**src/rtl/bus_pkg.sv**
```systemverilog
// rtl/bus_pkg.sv - shared bus source indices and select-width helper
package bus_pkg;

    localparam int R0     = 0;
    localparam int R15    = 15;
    localparam int HI     = 16;
    localparam int LO     = 17;
    localparam int ZHI    = 18;
    localparam int ZLO    = 19;
    localparam int PC     = 20;
    localparam int MDR    = 21;
    localparam int INPORT = 22;
    localparam int CSIGN  = 23;
    localparam int N_SRC  = 24;

    // Index width for n sources, never below one bit.
    function automatic int sel_w(input int n);
        return (n <= 2) ? 1 : $clog2(n);
    endfunction

endpackage

```
**src/rtl/bus_prio_enc.sv**
```systemverilog
// rtl/bus_prio_enc.sv - lowest-index-wins priority encoder with any/multi flags
module bus_prio_enc #(
    parameter int N    = 24,
    parameter int SELW = 5
) (
    input  logic [N-1:0]    sel,
    output logic [SELW-1:0] grant,
    output logic            any,
    output logic            multi
);

    localparam logic [N-1:0] ONE = N'(1);

    always_comb begin
        grant = '0;
        for (int i = N - 1; i >= 0; i--) begin
            if (sel[i]) begin
                grant = SELW'(i);
            end
        end
    end

    assign any   = |sel;
    // Clearing the lowest set bit leaves something only when two or more were set.
    assign multi = |(sel & (sel - ONE));

endmodule

```
**src/rtl/bus_arb_mux.sv**
```systemverilog
// rtl/bus_arb_mux.sv - registered priority bus multiplexer with contention tracking
module bus_arb_mux
    import bus_pkg::*;
#(
    parameter int  W    = 32,
    parameter int  N    = N_SRC,
    parameter int  PIPE = 1,
    parameter bit  HOLD = 1'b1,
    parameter int  CNTW = 8,
    localparam int SELW = sel_w(N)
) (
    input  logic             clock,
    input  logic             reset_n,
    input  logic [N*W-1:0]   src_data,
    input  logic [N-1:0]     src_sel,
    input  logic             err_clr,
    output logic [W-1:0]     bus_out,
    output logic             bus_valid,
    output logic [SELW-1:0]  bus_src,
    output logic             err_multi,
    output logic [CNTW-1:0]  err_count
);

    localparam logic [CNTW-1:0] CNT_MAX = {CNTW{1'b1}};

    logic [SELW-1:0] grant;
    logic            any;
    logic            multi;
    logic [W-1:0]    sel_word;

    logic [W-1:0]    s1_word_q, s1_word_d;
    logic            s1_valid_q, s1_valid_d;
    logic [SELW-1:0] s1_src_q, s1_src_d;
    logic            err_multi_q, err_multi_d;
    logic [CNTW-1:0] err_count_q, err_count_d;

    bus_prio_enc #(.N(N), .SELW(SELW)) u_enc (
        .sel   (src_sel),
        .grant (grant),
        .any   (any),
        .multi (multi)
    );

    always_comb begin
        sel_word = '0;
        for (int i = 0; i < N; i++) begin
            if (grant == SELW'(i)) begin
                sel_word = src_data[i*W +: W];
            end
        end
    end

    // Idle cycles keep the last source index; the word holds or drops to zero.
    always_comb begin
        s1_word_d  = HOLD ? s1_word_q : '0;
        s1_src_d   = s1_src_q;
        s1_valid_d = any;
        if (any) begin
            s1_word_d = sel_word;
            s1_src_d  = grant;
        end
    end

    // A fresh contention event outranks a clear landing on the same edge.
    always_comb begin
        err_multi_d = err_multi_q;
        err_count_d = err_count_q;
        if (err_clr) begin
            err_multi_d = 1'b0;
            err_count_d = '0;
        end
        if (multi) begin
            err_multi_d = 1'b1;
            if (err_clr) begin
                err_count_d = CNTW'(1);
            end else if (err_count_q != CNT_MAX) begin
                err_count_d = err_count_q + CNTW'(1);
            end
        end
    end

    always_ff @(posedge clock or negedge reset_n) begin
        if (!reset_n) begin
            s1_word_q   <= '0;
            s1_valid_q  <= 1'b0;
            s1_src_q    <= '0;
            err_multi_q <= 1'b0;
            err_count_q <= '0;
        end else begin
            s1_word_q   <= s1_word_d;
            s1_valid_q  <= s1_valid_d;
            s1_src_q    <= s1_src_d;
            err_multi_q <= err_multi_d;
            err_count_q <= err_count_d;
        end
    end

    generate
        if (PIPE == 2) begin : g_pipe2
            logic [W-1:0]    s2_word_q, s2_word_d;
            logic            s2_valid_q, s2_valid_d;
            logic [SELW-1:0] s2_src_q, s2_src_d;

            always_comb begin
                s2_word_d  = s1_word_q;
                s2_valid_d = s1_valid_q;
                s2_src_d   = s1_src_q;
            end

            always_ff @(posedge clock or negedge reset_n) begin
                if (!reset_n) begin
                    s2_word_q  <= '0;
                    s2_valid_q <= 1'b0;
                    s2_src_q   <= '0;
                end else begin
                    s2_word_q  <= s2_word_d;
                    s2_valid_q <= s2_valid_d;
                    s2_src_q   <= s2_src_d;
                end
            end

            assign bus_out   = s2_word_q;
            assign bus_valid = s2_valid_q;
            assign bus_src   = s2_src_q;
        end else begin : g_pipe1
            assign bus_out   = s1_word_q;
            assign bus_valid = s1_valid_q;
            assign bus_src   = s1_src_q;
        end
    endgenerate

    assign err_multi = err_multi_q;
    assign err_count = err_count_q;

endmodule

```
**config.mk**
```make
export PLATFORM = sky130hd
export DESIGN_NAME = bus_arb_mux
export DESIGN_NICKNAME = d
export VERILOG_FILES = /design/src/rtl/bus_pkg.sv /design/src/rtl/bus_prio_enc.sv /design/src/rtl/bus_arb_mux.sv
export SDC_FILE = /design/constraint.sdc
export NUM_CORES = 1
export LEC_CHECK = 0
export BUFFER_PORTS_ARGS = -buffer_cell sky130_fd_sc_hd__buf_2
export CORE_AREA = 3 3 329 331
export CTS_CLUSTER_SIZE = 12
export DETAILED_ROUTE_END_ITERATION = 12
export DIE_AREA = 0 0 332 334
export GPL_TIMING_DRIVEN = 0
export PLACE_DENSITY = 0.4
export SLEW_MARGIN = 20
export SYNTH_ARGS = -nofsm -noshare
export SYNTH_HDL_FRONTEND = slang
export SYNTH_SLANG_ARGS = --single-unit
```
**constraint.sdc**
```tcl
create_clock -name clock -period 1.4 [get_ports clock]
set_input_delay 0.07 -clock clock [delete_from_list [all_inputs] [get_ports clock]]
set_output_delay 0.07 -clock clock [all_outputs]
set_load 0.01 [all_outputs]
```
==> results of run 1 <==
[state kept, by name, indices dropped and copies added, names as in the netlist]
register,count
bus_src,5
err_count,8
bus_valid,1
bus_out,32
err_multi,1
[layout make-up]
class / count / share of cell area
Buffer: 91 / 0.0632
Timing Repair Buffer: 1095 / 0.333
Clock buffer: 8 / 0.00742
Antenna cell: 34 / 0.00404
Inverter: 31 / 0.00570
Sequential cell: 47 / 0.0558
Tap cell: 1391 / 0.0825
Multi-Input combinational cell: 1061 / 0.448
[through the flow]
step                TNS [ps]  hold WS, ps  worst slack, ps  instances
finish                -57300         41.7            -1590       3758
global route          -60480         45.2            -1660       3731
CTS                   -56950         13.1            -1600       3682
detailed placement   -143190        -67.3            -3990       3482
global placement     -182390          316            -5730       3463
floorplan             -43770         -226            -1060       1237
[synth_stat cells (6+ instances only)]
library cell	number
a2111oi_0	12
a211o_1	7
a211oi_1	16
a21boi_0	8
a21oi_1	70
a221o_1	10
a221oi_1	28
a222oi_1	53
a22o_1	13
a22oi_1	23
a31oi_1	16
a32oi_1	12
and3_1	6
buf_1	6
buf_2	39
clkbuf_1	52
dfrtp_1	47
inv_1	31
mux2_2	39
mux2i_1	26
nand2_1	164
nand2b_1	10
nand3_1	57
nand4_1	20
nor2_1	105
nor2b_1	6
nor3_1	36
nor3_2	7
nor4_1	13
o2111ai_1	9
o211ai_1	8
o21ai_0	70
o221a_2	7
o221ai_1	30
o22a_1	6
o22ai_1	47
o31ai_1	13
or4_1	8
[where the power goes]
group | switching (mW) | internal, mW | leakage [nW] | total, mW
sequential | 0.0881 | 1.47 | 0.580 | 1.56
clock | 0.689 | 0.768 | 0.0774 | 1.46
combinational | 2.93 | 2.33 | 8.64 | 5.26
[repair_timing]
action | 4_1_cts | 5_1_grt
setup endpoints to repair | 47 | 47
pin swaps | 159 | 104
hold buffers | 5 | 0
cloned | 2 | 2
buffers inserted | 188 | 58
gates resized for setup | 644 | 178
endpoints found under the hold margin | 51 | 0
[critical path, stage by stage]
cell and delay, ps:
buf_8 90, nor2_4 40, o311ai_4 360, a31oi_4 220, buf_6 170, o21ai_4 130
buf_12 120, buf_12 100, nor2_4 70, buf_8 150, a222oi_1 600, nand4_1 560
a21oi_4 390, o21ai_1 100
[how the worst min path moves through the flow]
stage	start	endpoint	slack (ps)	depth (start not counted)
final	src_data[633]	bus_out[25]	40	3
after global placement	src_data[763]	bus_out[27]	320	3
after global routing	src_data[633]	bus_out[25]	50	3
after floorplan	reset_n	bus_out[0]	-230	0
after CTS	src_data[740]	bus_out[4]	10	3
after detailed placement	reset_n	err_multi	-70	1
[per-layer routing]
metal / up-vias / wire, um / track usage
met4: 72 / 5760 / 0.0772
met2: 1120 / 65500 / 0.403
li1: 7265 / - / -
met3: 258 / 12500 / 0.0664
met5: - / 482 / 0
met1: 8540 / 61600 / 0.320
[kinds of logic (layout without fill, tap and decap cells)]
family	Yosys count	after routing
buf+inv	129	1225
fa+ha+maj	4	4
xor+xnor	2	2
flops	47	47
other cells	0	34
mux	65	65
compound gates	506	506
simple gates	484	484
==> results.py, run 1 <==
metrics = {
    "timing": {
        "clock.fmax_ghz": 0.335,
        "slew_headroom": 0.306,
        "slew_viol_final": 0,
        "final.setup_skew_ps": 1.01,
        "hold_violations": 0,
        "rsz0062_at_grt": "yes",
        "setup_viol": 47,
        "min_period_ps": 2990,
        "worstMarginPinSlew_ps": 1040,
        "post-route-period-util": 2.13,
        "setup_ws_ps": -1590,
    },
    "grt": {
        "grt.overflow.total": 0,
        "antenna_found_initial": 100,
        "grt_max_degree": 38,
        "grt_first_pass_wirelength_mm": 180,
        "grt_pass1_vias": 16900,
        "grt_usage": 0.248,
    },
    "clocking": {
        "cts_root_buf": "clkbuf_16",
        "clkTransAtPathRegs_ps": 90,
        "cts_tree": "done",
        "clk_latency_ps": 320,
        "cts_buffers": 5,
        "cts_sinks": 47,
        "htree_levels": 2,
        "clockBufferDepth": 2,
    },
    "routing": {
        "ant_nets": 0,
        "drc": 0,
        "vias": 17300,
        "routed_via_density": 4.59,
        "avgRoutedWirePerCell_um": 38.8,
        "drt-total-wl_mm": 146,
        "drt_iter0_markers": 1790,
        "first_pass_iters": 6,
    },
    "logic_synthesis": {
        "async_flop_share": 1.00,
        "ys_warn_count": 0,
        "synth_nets": 2033,
        "ys_types": 81,
        "synth_xor_area_frac": 0.00202,
        "ys_top_cells_by_area": "dfrtp_1 14%, nand2_1 7.1%, a222oi_1 6.1%",
        "syn_area_per_cell_um2": 7.01,
        "yosysSeqAreaShare": 0.136,
        "ys_seq_elements": 47,
        "synth_top_family_by_area": "compound AO/OA/AOI/OAI gates",
        "yosys.area_share.adder": 0.00490,
        "synth-edff-count": 0,
        "yosys.area.top_type": "dfrtp_1",
        "synth_area_um2": 8670,
        "ys.flop_type": "dfrtp_1",
        "synth_mux_area_frac": 0.0806,
        "synth-compound-area-share": 0.435,
        "yosys.area_share.simple": 0.280,
        "syn_inst": 1237,
        "synth_top_area_share": 0.136,
    },
    "final_layout": {
        "nNetsFinal": 3128,
        "final_cell_mix": "822 x buf_2, 166 x buf_4, 138 x nand2_1",
        "multi_input_area_um2": 9450,
        "postLayoutCellArea_um2": 21100,
        "fill_cells": 12000,
        "syn_to_final_growth_pct": 143,
        "register_area_um2": 1180,
        "layout_commonest_cell": "buf_2",
        "layout-drive-gt1-share": 0.657,
        "post-route-util": 0.200,
    },
    "setup_path": {
        "arrival_ps": 3180,
        "r2r-end": "err_count[1]",
        "endpoint": "bus_out[21]",
        "rrSetupSlack_ps": -290,
        "cp-end-kind": "flop",
        "startpoint": "src_sel[23]",
        "crit_type": "primary input to flop",
        "cp_max_fo": 7,
        "start_kind": "primary input",
        "cp.required_ps": 1600,
        "reg2reg_from": "err_count[0]",
        "r2r_cells": 5,
    },
    "floorplanning": {
        "fp-row-count": 119,
        "pin_count": 842,
        "initial_utilization": 0.0823,
        "dieHeight_um": 334,
        "core_um2": 105000,
        "dieWidth_um": 332,
        "die_area_um2": 111000,
    },
    "place": {
        "post-dp-hpwl_mm": 121,
        "post_dp_cell_area_um2": 15200,
        "io_buffer_count": 835,
        "place_congestion": 0.956,
    },
    "run_status": {
        "violations": "setup timing",
        "status": "complete, but fails checks",
    },
    "power_and_ir_drop": {
        "p_leak_nw": 9.29,
        "peakVddDrop_uv": 431,
        "power_density_nw_per_um2": 393,
        "power.total_mw": 8.28,
    },
    "min_path": {
        "hold_path_class": "primary input to flop",
    },
    "job": {
        "maxCapViolations": 0,
    },
}
Note: power is estimated with default switching activity, not from simulation.
==> inputs of run 2 (changes only) <==
==> constraint.sdc (replaced) <==
create_clock -name clock -period 1.4 [get_ports clock]
set_input_delay 0.07 -clock clock [delete_from_list [all_inputs] [get_ports clock]]
set_output_delay 0.07 -clock clock [all_outputs]
set_load 0.005 [all_outputs]
==> results.py, run 2 (synthesized netlist as in run 1, its figures left out) <==
metrics = {
    "run_status": {
        "status": "complete, but fails checks",
        "violations": "setup timing",
    },
    "grt": {
        "grt_first_pass_wirelength_mm": 176,
        "antenna_found_initial": 102,
        "grt_pass1_vias": 16500,
        "grt.overflow.total": 0,
        "grt_max_degree": 40,
        "grt_usage": 0.243,
    },
    "routing": {
        "vias": 17100,
        "ant_nets": 0,
        "drt_iter0_markers": 1683,
        "avgRoutedWirePerCell_um": 38.1,
        "drt-total-wl_mm": 143,
        "first_pass_iters": 6,
        "routed_via_density": 4.54,
        "drc": 0,
    },
    "timing": {
        "slew_viol_final": 0,
        "worstMarginPinSlew_ps": 865,
        "clock.fmax_ghz": 0.332,
        "post-route-period-util": 2.15,
        "min_period_ps": 3010,
        "setup-tns-final_ps": -58310,
        "hold_violations": 0,
        "setup_viol": 47,
        "rsz0062_at_grt": "yes",
        "slew_headroom": 0.420,
        "setup_ws_ps": -1610,
        "final.setup_skew_ps": 1.37,
    },
    "final_layout": {
        "layout-drive-gt1-share": 0.635,
        "largest_register_ffs": 32,
        "nNetsFinal": 3131,
        "final_cell_mix": "826 x buf_2, 181 x buf_4, 145 x nand2_1",
        "syn_to_final_growth_pct": 136,
        "layout_commonest_cell": "buf_2",
        "instances_no_fill": 3761,
    },
    "min_path": {
        "hold_path_class": "primary input to flop",
        "hold_start": "src_data[633]",
        "worstHoldPathCells": 3,
    },
    "power_and_ir_drop": {
        "peakVddDrop_uv": 461,
        "clockPowerShare": 0.181,
        "power_density_nw_per_um2": 393,
        "switching_power_mw": 3.53,
        "seqPwrFrac": 0.193,
        "p_int_mw": 4.50,
        "p_leak_nw": 9.11,
        "p_comb_frac": 0.625,
        "swShare": 0.439,
    },
    "setup_path": {
        "r2r_cells": 5,
        "start_kind": "primary input",
        "cp-end-kind": "flop",
        "arrival_ps": 3220,
        "startpoint": "src_sel[6]",
        "cp_max_fo": 4,
        "cp.required_ps": 1610,
        "crit_type": "primary input to flop",
        "reg2reg_from": "err_count[0]",
    },
    "clocking": {
        "clk_latency_ps": 320,
        "clockBufferDepth": 2,
        "cts_tree": "done",
        "cts_buffers": 5,
        "cts_sinks": 47,
        "clkTransAtPathRegs_ps": 80,
        "htree_levels": 2,
        "cts_root_buf": "clkbuf_16",
    },
    "place": {
        "io_buffer_count": 835,
        "post-dp-hpwl_mm": 120,
        "place_inst": 3486,
        "place_congestion": 0.911,
    },
    "floorplanning": {
        "dieHeight_um": 334,
        "core_um2": 105000,
        "fp-row-count": 119,
        "dieWidth_um": 332,
        "pin_count": 842,
        "die_area_um2": 111000,
        "initial_utilization": 0.0823,
    },
    "job": {
        "maxCapViolations": 0,
    },
}
## run 2: cell count changes in the layout (fill, tap and decap cells not counted), moves of 6 or more
| cell | delta |
|---|---|
| buf_4 | +15 |
| clkbuf_8 | -6 |
| nand2_1 | +7 |
| buf_6 | -17 |
| o22ai_1 | +7 |
| a21oi_1 | +6 |
| o21ai_0 | +7 |
| buf_12 | +6 |
| a21oi_4 | -6 |
| nand3_1 | +8 |
| nand2_4 | -6 |
## run 2: final timing paths
kind                                end  slack (ps)
setup / recovery            bus_out[23]       -1610
hold / removal              bus_out[25]          60
setup reg to reg           err_count[1]        -290
hold reg to reg               err_multi         480
max in group asynchronous   bus_out[27]         700
min in group asynchronous     err_multi         140
## run 2: worst max-delay path, cell delays in order
cell      delay, ps
buf_8           100
buf_8           110
or3_4           330
o221ai_4        180
o211a_1         250
buf_12          130
nor3_4           60
buf_4           150
buf_12          130
buf_12          130
a222oi_1        700
and4_4          460
o31ai_4         110
a211o_1         290
## run 2: layer usage
metal,track usage,vias up,part of all wire,wire (um)
met2,0.406,1090,0.46,66000
met4,0.0573,66,0.031,4400
met3,0.0569,247,0.088,12500
li1,-,7280,-,-
met1,0.316,8400,0.42,59800
met5,0,-,0.0030,431
## run 2: power groups by stage
stage | combinational [mW] | sequential [mW] | clock [mW]
after detailed placement | 3.86 | 1.58 | 0
after floorplan | 1.07 | 1.58 | 0
after CTS | 4.81 | 1.55 | 1.53
final | 5.02 | 1.55 | 1.46
after global placement | 3.77 | 1.58 | 0
after global routing | 5.27 | 1.57 | 1.56
## run 2: through the flow
stage               setup WS, ps  cell area [um2]  power, mW  hold slack (ps)  utilization
floorplan                  -1060             8850       2.65             -226            -
global placement           -5580            14800       5.34              309        0.140
detailed placement         -3960            15300       5.43            -76.2        0.145
CTS                        -1630            19200       7.90             32.2        0.183
global route               -1730            20400       8.39             68.8        0.193
finish                     -1610            20400       8.03             55.7        0.194
## run 2: area by class of cell
type                    count  area (um2)
diodes                     34        85.1
plain buffers              92        1150
clock buffers               8         156
fillers                 12100       85000
inverters                  31         116
multi-input cells        1061        8990
flip-flops and latches     47        1180
well taps                1391        1740
repair buffers           1097        7030
## run 2: repair_timing
item	in CTS	in global routing
cloned	0	2
setup endpoints to repair	47	47
hold endpoints to repair	53	0
buffers inserted	167	71
hold buffers	7	0
pin swaps	116	123
resized for setup	510	143
